$ cat config.mk
export PLATFORM = sky130hd
export DESIGN_NAME = l2_arbiter
export DESIGN_NICKNAME = d
export VERILOG_FILES = /design/src/rtl/l2_arbiter.sv
export SDC_FILE = /design/constraint.sdc
export NUM_CORES = 1
export LEC_CHECK = 0
export CAP_MARGIN = 20
export CORE_AREA = 2 2 533 535
export DETAILED_ROUTE_END_ITERATION = 10
export DIE_AREA = 0 0 535 537
export GPL_TIMING_DRIVEN = 0
export MAX_ROUTING_LAYER = met4
export PLACE_DENSITY_LB_ADDON = 0.2
export SKIP_CTS_REPAIR_TIMING = 1
export SLEW_MARGIN = 10
export SYNTH_ARGS = -nofsm -noshare
export SYNTH_HDL_FRONTEND = slang
export SYNTH_SLANG_ARGS = --single-unit
$ cat constraint.sdc
create_clock -name clk -period 1.6 [get_ports clk]
set_input_delay 0.16 -clock clk [delete_from_list [all_inputs] [get_ports clk]]
set_output_delay 0.16 -clock clk [all_outputs]
set_load 0.02 [all_outputs]
$ cat src/rtl/l2_arbiter.sv
// Two-port L2 arbiter: serialises I-cache and D-cache line transactions onto one L2 port.
// Define L2_ARB_DPORT_PRIO_EN for fixed D-port priority; default build is round-robin.
module l2_arbiter #(
    parameter int S_OFFSET = 5,
    parameter int S_LINE   = 256,
    parameter int ADDR_W   = 32
) (
    input  logic              clk,
    input  logic              rst_n,
    input  logic              i_read,
    input  logic [ADDR_W-1:0] i_address,
    output logic [S_LINE-1:0] i_rdata,
    output logic              i_resp,
    input  logic              d_read,
    input  logic              d_write,
    input  logic [ADDR_W-1:0] d_address,
    input  logic [S_LINE-1:0] d_wdata,
    output logic [S_LINE-1:0] d_rdata,
    output logic              d_resp,
    output logic              l2_read,
    output logic              l2_write,
    output logic [ADDR_W-1:0] l2_address,
    output logic [S_LINE-1:0] l2_wdata,
    input  logic [S_LINE-1:0] l2_rdata,
    input  logic              l2_resp
);

    localparam logic [ADDR_W-1:0] LINE_MASK = ~((ADDR_W'(1) << S_OFFSET) - ADDR_W'(1));

    typedef enum logic [1:0] {
        IDLE = 2'd0,
        BUSY = 2'd1,
        RESP = 2'd2
    } state_t;

    state_t            state, state_next;
    logic              grant_d, grant_d_next;
    logic              l2_read_next, l2_write_next;
    logic              i_resp_next, d_resp_next;
    logic [ADDR_W-1:0] l2_address_next;
    logic [S_LINE-1:0] l2_wdata_next, i_rdata_next, d_rdata_next;
    logic              i_req, d_req, pick_d;

    assign i_req = i_read;
    assign d_req = d_read | d_write;

`ifdef L2_ARB_DPORT_PRIO_EN
    assign pick_d = d_req;
`else
    // rr_d high means the D-port wins the next contested IDLE cycle
    logic rr_d, rr_d_next;
    assign pick_d = d_req & (~i_req | rr_d);
`endif

    always_ff @(posedge clk or negedge rst_n) begin
        if (!rst_n) begin
            state      <= IDLE;
            grant_d    <= 1'b0;
            l2_read    <= 1'b0;
            l2_write   <= 1'b0;
            l2_address <= '0;
            l2_wdata   <= '0;
            i_rdata    <= '0;
            d_rdata    <= '0;
            i_resp     <= 1'b0;
            d_resp     <= 1'b0;
`ifndef L2_ARB_DPORT_PRIO_EN
            rr_d       <= 1'b1;
`endif
        end else begin
            state      <= state_next;
            grant_d    <= grant_d_next;
            l2_read    <= l2_read_next;
            l2_write   <= l2_write_next;
            l2_address <= l2_address_next;
            l2_wdata   <= l2_wdata_next;
            i_rdata    <= i_rdata_next;
            d_rdata    <= d_rdata_next;
            i_resp     <= i_resp_next;
            d_resp     <= d_resp_next;
`ifndef L2_ARB_DPORT_PRIO_EN
            rr_d       <= rr_d_next;
`endif
        end
    end

    always_comb begin
        state_next      = state;
        grant_d_next    = grant_d;
        l2_read_next    = l2_read;
        l2_write_next   = l2_write;
        l2_address_next = l2_address;
        l2_wdata_next   = l2_wdata;
        i_rdata_next    = i_rdata;
        d_rdata_next    = d_rdata;
        i_resp_next     = 1'b0;
        d_resp_next     = 1'b0;
`ifndef L2_ARB_DPORT_PRIO_EN
        rr_d_next       = rr_d;
`endif
        case (state)
            IDLE: begin
                if (i_req | d_req) begin
                    state_next      = BUSY;
                    grant_d_next    = pick_d;
                    // d_read together with d_write is treated as a write
                    l2_write_next   = pick_d & d_write;
                    l2_read_next    = ~(pick_d & d_write);
                    l2_address_next = (pick_d ? d_address : i_address) & LINE_MASK;
                    l2_wdata_next   = d_wdata;
`ifndef L2_ARB_DPORT_PRIO_EN
                    rr_d_next       = ~pick_d;
`endif
                end
            end
            BUSY: begin
                if (l2_resp) begin
                    state_next    = RESP;
                    l2_read_next  = 1'b0;
                    l2_write_next = 1'b0;
                    if (grant_d) begin
                        d_rdata_next = l2_rdata;
                        d_resp_next  = 1'b1;
                    end else begin
                        i_rdata_next = l2_rdata;
                        i_resp_next  = 1'b1;
                    end
                end
            end
            RESP: begin
                state_next = IDLE;
            end
            default: begin
                state_next = IDLE;
            end
        endcase
    end

endmodule
==> reports/qor.txt <==
number of max-cap violations - 0
DP Wirelength - 151.1 mm
most common cell type on the critical path - buf_12
GR Util All Layers - 0.1260
nature of the critical path endpoint - register
total gr overflow - 0
CTS tree - built
total CTS buffers - 110
PwrDens - 2098 mW/mm²
post-layout util - 0.2078
failing checks - hold timing, setup timing
worst hold slack - -0.2285 ns
Inst Count DP - 6,905
most common cell after layout, fill and taps aside - clkdlybuf4s50_1
Syn Area/Cell - 16.90 µm²
Slew Viols, Final - 0
Max Fclk - 500.1 MHz
first-pass GRT wire length - 235.5 mm
gpl congestion - 0.8178
Leakage - 26.23 nW
crit start category - register
crit path buf inv count - 4
post-route insts no fill - 7,637
Setup-failing EPs final - 1,468
XOR/XNOR share of the synthesized area - 0
post-route antenna net violation count - 0
CTS Buffer Depth - 4
nets@finish - 4,301
Post-Syn Area - 0.03006 mm²
Gate Count Post-Synth - 1,779
Die Wd - 535 µm
shortest period the worst path allows - 2.000 ns
die area - 0.2873 mm²
DR pass1 iterations - 4
simple-gate area share of the yosys netlist - 0.009199
Hold Crit Class - in2async
clk_lat worst skew - 0.82 ns
num rows - 195
IO Port Bufs - 1,370
via count - 23,725
Synth Area in Compound Gates - 0.01116
fin area - 0.05844 mm²
CTS Root Buffer Type - clkbuf_16
Sink Count - 803
initial antenna violation count - 136
status - finished with violations
Post-Route WL - 186.0 mm
area share of fa/ha/maj cells after synthesis - 0
CP max-delay cell - dfrtp_1
H-tree depth - 3
drt drc - 0
Arrival @ worst endpoint - 2.66 ns
Clock Skews - 0.03538 ns
largest family of logic cells by synthesized area - multiplexers
Vias/cell - 3.107
worst path cell trace - nand3b_1 -> buf_4 -> nor2_4 -> buf_12 -> buf_12 -> buf_12 -> mux2_2
CP max stage delay - 0.38 ns
register bit total from synthesis - 803
multiplexer share of the synthesized area - 0.2877
Initial Util - 0.1069
Area growth, synth to finish - 94.43%
synth unique cells - 26
Die Y - 537 µm
total power - 122.6 mW
sequential area share after synthesis - 0.6685
RSZ-0062 raised after global routing - true
final hold vios - 227
I/O pins - 1,386
vias in the first global route - 23,604
family with the most delay on the worst path - buffers and inverters
Placed Area - 0.04880 mm²
drt wl/cell - 24.36 µm
share of layout cells above drive strength 1 - 0.2981
Slew headroom - 0.3823
Setup CP Type - reg2reg
Crit Path Max Fanout - 10
CORE AREA - 0.2813 mm²
First DRT Iteration DRCs - 622
Final period util - 1.250
setup slack after layout - -0.3998 ns
critical path required time - 2.26 ns
most frequent cells in the layout - clkdlybuf4s50_1 (959), dfrtp_1 (800), mux2_2 (755), dlygate4sd3_1 (422), dlymetal6s2s_1 (347)
Least-Margin Pin Slew - 0.9266 ns
Worst-path clk slew - 0.06 ns
largest net degree at the start of global routing - 126
Synth Warn # - 0
Peak VDD IR - 0.9877 mV
[flip-flops by register name (all words and copies together) (netlist names)]
| register | count |
|---|---|
| l2_read | 1 |
| d_resp | 1 |
| l2_write | 1 |
| grant_d | 1 |
| l2_address | 27 |
| rr_d | 1 |
| state | 2 |
| d_rdata | 256 |
| l2_wdata | 256 |
| i_resp | 1 |
| i_rdata | 256 |
[routing by layer]
metal	share of wire	vias up	GRT usage
li1	-	10403	-
met1	0.41	11943	0.1367
met2	0.46	1157	0.1954
met3	0.11	222	0.07747
met4	0.021	0	0.02568
met5	0	-	-
[per-stage QoR]
step | hold slack, ns | setup WS, ns | TNS, ns
finish | -0.2285 | -0.3998 | -354.32
global route | -0.1902 | -0.4704 | -531.11
CTS | -0.8719 | -1.872 | -1056.82
detailed placement | 0.04781 | -2.063 | -1039.17
global placement | 0.4872 | -41.41 | -
floorplan | -0.1356 | -0.06313 | -6.996
[path summary, 6_finish.rpt]
kind	from	to	slack, ns	depth (start not counted)
min	rst_n	i_rdata[119]	-0.23	6
max in group asynchronous	rst_n	l2_wdata[249]	-0.05	8
max reg2reg	state[1]	i_rdata[131]	-0.40	7
max	state[1]	i_rdata[131]	-0.40	7
min reg2reg	i_rdata[14]	i_rdata[14]	0.50	1
min in group clk	l2_rdata[6]	d_rdata[6]	0.01	2
[cells by family (layout without fill, tap and decap cells)]
kind of cell	Yosys count	in the layout
muxes	768	768
DFF	803	803
AOI/OAI and AO/OA	36	36
buffers and inverters	109	2124
other	1	101
and+or+nand+nor	62	62
[synthesized netlist by cell type]
library cell,count,area share
dfrtp_1,802,0.67
mux2_2,755,0.28
buf_2,61,0.010
nand2_1,29,0.0036
nor3_1,28,0.0047
a221o_1,27,0.0090
buf_6,26,0.0097
mux2_1,13,0.0049
clkbuf_1,9,0.0011
buf_4,5,0.0012
inv_1,4,0.00050
a21oi_1,3,0.00050
buf_1,3,0.00037
nor2_1,2,0.00025
a211oi_2,1,0.00042
a21o_1,1,0.00025
a22oi_1,1,0.00025
a32o_1,1,0.00033
clkinv_1,1,0.00012
conb_1,1,0.00012
dfstp_2,1,0.00087
nand2b_1,1,0.00021
nand3b_1,1,0.00025
o21a_1,1,0.00025
o21ai_0,1,0.00017
or2_1,1,0.00021
[report_power, final]
group | switching (mW) | internal, mW | total (mW) | leakage (nW)
clock | 9.87 | 14.8 | 24.7 | 1.75
combinational | 31.8 | 29.8 | 61.5 | 15.0
sequential | 5.64 | 30.8 | 36.4 | 9.52
total | 47.3 | 75.4 | 123 | 26.2
[cell type report]
| cell class | instances | area, µm² |
|---|---|---|
| timing repair buffer | 1825 | 19310 |
| inverter | 5 | 22.52 |
| fill | 30308 | 222900 |
| sequential | 803 | 20100 |
| clock buffer | 168 | 3262 |
| tap | 3743 | 4683 |
| buffer | 103 | 1185 |
| antenna | 96 | 240.2 |
| clock inverter | 23 | 284.0 |
| multi-input combinational | 871 | 9360 |
[worst reg2reg max path, stage by stage, from the launching register on]
cell      delay (ns)
dfrtp_1         0.38
nand3b_1        0.20
buf_4           0.18
nor2_4          0.12
buf_12          0.18
buf_12          0.21
buf_12          0.24
mux2_2          0.37
(Power assumes the default switching activity.)
